<file path="config.mk">
export PLATFORM = sky130hd
export DESIGN_NAME = frame_stream_tx
export DESIGN_NICKNAME = d
export VERILOG_FILES = /design/src/rtl/frame_stream_tx.sv
export SDC_FILE = /design/constraint.sdc
export NUM_CORES = 1
export LEC_CHECK = 0
export CORE_MARGIN = 2
export CORE_UTILIZATION = 55
export DETAILED_ROUTE_END_ITERATION = 8
export PLACE_DENSITY = 0.83
export SYNTH_ARGS = -nofsm -noshare
export SYNTH_HDL_FRONTEND = slang
export SYNTH_SLANG_ARGS = --single-unit
</file>
<file path="constraint.sdc">
create_clock -name i_clk -period 2.4 [get_ports i_clk]
set_input_delay 0.72 -clock i_clk [delete_from_list [all_inputs] [get_ports i_clk]]
set_output_delay 0.72 -clock i_clk [all_outputs]
set_load 0.01 [all_outputs]
</file>
<file path="src/rtl/frame_stream_tx.sv">
// frame_stream_tx: replays a stored frame from a synchronous-read RAM as a
// raster pixel stream (valid/data/sof/eol), with horizontal blanking between lines.
module frame_stream_tx #(
   parameter int DATA_WIDTH = 8,
   parameter int IMG_WIDTH  = 10,
   parameter int IMG_HEIGHT = 7,
   parameter int HBLANK     = 2,
   parameter int ADDR_WIDTH = 7
) (
   input  logic                  i_clk,
   input  logic                  i_rst_n,
   input  logic                  i_start,
   output logic                  o_busy,
   output logic                  o_done,
   output logic                  o_rd_en,
   output logic [ADDR_WIDTH-1:0] o_rd_addr,
   input  logic [DATA_WIDTH-1:0] i_rd_data,
   output logic                  o_valid_out,
   output logic [DATA_WIDTH-1:0] o_data_out,
   output logic                  o_eol_out,
   output logic                  o_sof_out
);

   localparam int XW = (IMG_WIDTH  > 1) ? $clog2(IMG_WIDTH)  : 1;
   localparam int YW = (IMG_HEIGHT > 1) ? $clog2(IMG_HEIGHT) : 1;
   localparam int BW = $clog2(HBLANK + 2);
   localparam logic [XW-1:0] X_LAST = XW'(IMG_WIDTH - 1);
   localparam logic [YW-1:0] Y_LAST = YW'(IMG_HEIGHT - 1);
   localparam logic [BW-1:0] B_LAST = BW'((HBLANK > 0) ? HBLANK - 1 : 0);

   // S_DONE is a separate state so the o_done cycle still counts as busy
   // and ignores i_start.
   typedef enum logic [2:0] {S_IDLE, S_READ, S_BLANK, S_DRAIN, S_DONE} state_t;

   state_t                state, state_nx;
   logic [XW-1:0]         x, x_nx;
   logic [YW-1:0]         y, y_nx;
   logic [ADDR_WIDTH-1:0] addr, addr_nx;
   logic [BW-1:0]         bcnt, bcnt_nx;

   logic rd_en, rd_sof, rd_eol, busy, done;
   logic vld_p0, sof_p0, eol_p0;

   // Next-state logic: walk the raster, insert blanking, drain the pipeline.
   always_comb begin
      state_nx = state;
      x_nx     = x;
      y_nx     = y;
      addr_nx  = addr;
      bcnt_nx  = bcnt;
      case (state)
         S_IDLE: begin
            if (i_start) begin
               state_nx = S_READ;
               x_nx     = '0;
               y_nx     = '0;
               addr_nx  = '0;
            end
         end
         S_READ: begin
            if (x == X_LAST) begin
               x_nx = '0;
               if (y == Y_LAST) begin
                  state_nx = S_DRAIN;
               end else begin
                  y_nx     = y + 1'b1;
                  addr_nx  = addr + 1'b1;
                  bcnt_nx  = '0;
                  state_nx = (HBLANK == 0) ? S_READ : S_BLANK;
               end
            end else begin
               x_nx    = x + 1'b1;
               addr_nx = addr + 1'b1;
            end
         end
         S_BLANK: begin
            if (bcnt == B_LAST) state_nx = S_READ;
            else                bcnt_nx  = bcnt + 1'b1;
         end
         // last read has left stage p0 once vld_p0 drops; it is on the outputs now
         S_DRAIN: begin
            if (!vld_p0) state_nx = S_DONE;
         end
         S_DONE:  state_nx = S_IDLE;
         default: state_nx = S_IDLE;
      endcase
   end

   // State register and raster counters.
   always_ff @(posedge i_clk or negedge i_rst_n) begin
      if (!i_rst_n) begin
         state <= S_IDLE;
         x     <= '0;
         y     <= '0;
         addr  <= '0;
         bcnt  <= '0;
      end else begin
         state <= state_nx;
         x     <= x_nx;
         y     <= y_nx;
         addr  <= addr_nx;
         bcnt  <= bcnt_nx;
      end
   end

   // Read issue with its frame flags, plus registered busy/done status.
   always_ff @(posedge i_clk or negedge i_rst_n) begin
      if (!i_rst_n) begin
         rd_en  <= 1'b0;
         rd_sof <= 1'b0;
         rd_eol <= 1'b0;
         busy   <= 1'b0;
         done   <= 1'b0;
      end else begin
         rd_en  <= (state_nx == S_READ);
         rd_sof <= (state_nx == S_READ) && (x_nx == '0) && (y_nx == '0);
         rd_eol <= (state_nx == S_READ) && (x_nx == X_LAST);
         busy   <= (state_nx != S_IDLE);
         done   <= (state_nx == S_DONE);
      end
   end

   // Stage p0: flags wait one cycle while the RAM produces the read data.
   always_ff @(posedge i_clk or negedge i_rst_n) begin
      if (!i_rst_n) begin
         vld_p0 <= 1'b0;
         sof_p0 <= 1'b0;
         eol_p0 <= 1'b0;
      end else begin
         vld_p0 <= rd_en;
         sof_p0 <= rd_sof;
         eol_p0 <= rd_eol;
      end
   end

   // Stage p1: register RAM data with aligned flags; foreign read data is never captured.
   always_ff @(posedge i_clk or negedge i_rst_n) begin
      if (!i_rst_n) begin
         o_valid_out <= 1'b0;
         o_sof_out   <= 1'b0;
         o_eol_out   <= 1'b0;
         o_data_out  <= '0;
      end else begin
         o_valid_out <= vld_p0;
         o_sof_out   <= sof_p0;
         o_eol_out   <= eol_p0;
         if (vld_p0) o_data_out <= i_rd_data;
      end
   end

   assign o_rd_en   = rd_en;
   assign o_rd_addr = addr;
   assign o_busy    = busy;
   assign o_done    = done;

endmodule

</file>
==> results.yml <==
run_status:
  outcome: "finished clean"
global_routing:
  grt_max_degree: 39
  antenna_found_initial: 0
  grt_pass1_wl_um: 5678
  overflow: 0
  grt_pass1_vias: 1255
  grt_use_total_pct: 21.88
timing:
  rsz0062_at_grt: "no"
  finalHoldViolCount: 0
  setup_violations: 0
  finClkSkew_ns: 0.008756
  tns_ns: 0
  max_freq_mhz: 474.3
  period_share_pct: 87.84
  finalCriticalPeriod_ns: 2.108
  slew-limit-headroom_pct: 44.84
  slew_violations: 0
  max_slew.worst_pin.slew_ns: 0.8274
yosys:
  syn_inst: 154
  synth_top_area_share_pct: 54.36
  synth_top_flop_cell: "dfrtp_1"
  synth_cell_types: 44
  synth-seq-cells: 38
  synth_fp_nets: 171
  synthArstFlopShare_pct: 100.0
  seq_area_frac_synth_pct: 54.36
  syn_area_um2: 1749
  synth_top_cell_by_area: "dfrtp_1"
  synth_edf_count: 0
  synth_area_leaders: "dfrtp_1 54%, mux2_2 5.2%, ha_1 4.3%"
  ys_warn_count: 0
  synth.avg_cell_area_um2: 11.36
floorplanning:
  start_util_pct: 57.77
  die_w_um: 60.40
  die_y_um: 60.40
  core-area_um2: 3028
  io_pins: 32
  die-area_um2: 3648
  rows: 20
drt:
  drc: 0
  drtAntennaViolNets: 0
  vias: 1336
  wl_per_cell_um: 15.49
  wl_um: 3609
  first_pass_iters: 4
  drt_iter0_markers: 34
  viasPerCell: 5.734
setup_path:
  startpoint_type: "register"
  cpLargestDelayFamily: "buffers and inverters"
  worstSetupEndpoint: "o_rd_addr[2]"
  end_kind: "output port"
  r2r_end: "rd_eol$_DFF_PN0_"
  rr_worst_depth: 4
  r2r_start: "state[1]$_DFF_PN0_"
  critPathSlowestCell: "clkdlybuf4s50_1"
  cpPeakStageDelay_ns: 0.57
  path_buf_inv: 1
  crit_start: "o_rd_addr[2]$_DFFE_PN0P_"
  arrival_ns: 1.39
  crit_cells: 1
  regToRegSetupSlack_ns: 0.45
  required_ns: 1.68
  cp_max_fo: 5
  path_cells: "clkdlybuf4s50_1"
  setup.worst_path.class: "reg -> out"
power:
  powerDensity_nw_per_um2: 1372
  seqPwrFrac_pct: 38.0
  p_total_mw: 3.029
  p_int_mw: 1.918
  switchingPower_mw: 1.111
  p_leak_nw: 0.9662
  clkPwrFrac_pct: 18.9
  irDropWorstVdd_mv: 0.7051
  switching_share_pct: 36.68
  combPwrFrac_pct: 43.1
cts:
  cts_hold_buf: 0
  clk_pin_slew_ns: 0.12
  cts_made_buffers: 5
  cts_tree: "built"
  clock-sinks: 38
  root_buffer: "clkbuf_4"
  clock_path_buffers: 2
  clkLatencyLatePin_ns: 0.36
  post_cts_buffers: 0
  postCtsResizedCells: 0
  htreeDepth: 2
finish:
  drive_above_1_share_pct: 12.17
  n_fill_cell: 224
  area_delta_synth_final_pct: 26.18
  fin_nets: 205
  n_antenna_cell: 0
min_path:
  hold_start: "rd_eol$_DFF_PN0_"
  min_path_type: "reg -> reg"
place:
  dpl.hpwl_um: 2640
  port_buffers: 31
  globalplace.congestion: 0.9272
flow_run:
  drv_cap: 0
placed cells by master (no fill, tap or decap), types with 4 or more instances in the layout:
master and instances:
mux2_2 8, dfrtp_1 38, clkbuf_4 5, nand4_1 5
xor2_1 5, nand2_1 10, o21ai_0 4, clkdlybuf4s50_1 30
inv_1 5, ha_1 6, nor2_1 10, a21oi_1 12
synth_stat cells, types with 3 or more instances:
cell type   n
o21ai_0     4
clkbuf_1    3
mux2_2      8
nor3_1      3
xor2_1      5
nor2_1     10
nand4_1     5
ha_1        6
and2_1      3
inv_1       5
dfrtp_1    38
a21oi_1    12
nand2_1    10
cell type report:
type                            instances  area [µm²]  share of cell area [%]
Sequential cell                        38       950.9                   43.08
Clock buffer                            6       51.30                   2.324
Timing Repair Buffer                   33       320.3                   14.51
Multi-Input combinational cell        105       750.7                   34.01
Inverter                                5       18.77                  0.8503
Tap cell                               44       55.05                   2.494
Clock inverter                          2       60.06                   2.721
worst register-to-register path: cells and delay by family, from the launching register on:
| family | cells | cell delay, ns |
|---|---|---|
| AO/OA/AOI/OAI | 1 | 0.09 |
| AND/OR/NAND/NOR | 3 | 1.25 |
| flip-flops | 1 | 0.55 |
worst min path at each step:
stage / slack (ns) / cells past startpoint / to
detailed placement: 0.34 / 0 / o_eol_out$_DFF_PN0_
finish: 0.36 / 0 / eol_p0$_DFF_PN0_
CTS: 0.36 / 0 / eol_p0$_DFF_PN0_
global route: 0.38 / 0 / eol_p0$_DFF_PN0_
global placement: 0.33 / 0 / o_eol_out$_DFF_PN0_
floorplan: 0.33 / 0 / eol_p0$_DFF_PN0_
power by group through the flow:
| stage | sequential, mW | combinational (mW) | clock [mW] |
|---|---|---|---|
| after floorplan | 1.12 | 0.805 | 0 |
| after global routing | 1.19 | 1.42 | 0.607 |
| after global placement | 1.14 | 1.26 | 0 |
| after detailed placement | 1.16 | 1.30 | 0 |
| after CTS | 1.15 | 1.30 | 0.580 |
| final | 1.15 | 1.31 | 0.572 |
flip-flops by register name, indices dropped and copies added, names as in the netlist, 2 cells and up:
name / cells
y: 3
x: 4
bcnt: 2
state: 3
o_rd_addr: 7
o_data_out: 8
metal layers:
layer  track usage (%)  up-vias  part of all wire [%]
li1                  -      632                     -
met1             25.81      638                    44
met2             35.40       52                    46
met3             7.463       14                   7.0
met4             11.75        0                   3.2
met5                 0        -                     0
cell families (layout without fill, tap and decap cells):
family | after synthesis | in the layout | synth area share, %
fa+ha+maj | 6 | 6 | 4.292
buf+inv | 11 | 46 | 2.718
mux | 10 | 10 | 6.295
simple gates | 47 | 47 | 15.67
flops | 38 | 38 | 54.36
compound gates | 37 | 37 | 14.16
xor+xnor | 5 | 5 | 2.503
per-stage QoR:
step	cell area, µm²	std cells	setup WS (ns)	hold WS (ns)	util, %
after global placement	2096	225	0.1846	0.3326	69.21
after floorplan	1749	154	0.7532	0.3312	-
after detailed placement	2096	225	0.08909	0.3379	69.21
after global routing	2207	233	0.2416	0.3778	72.89
after CTS	2207	233	0.2930	0.3616	72.89
final	2207	233	0.2917	0.3583	72.89
Power figures use the tool's default switching activity.
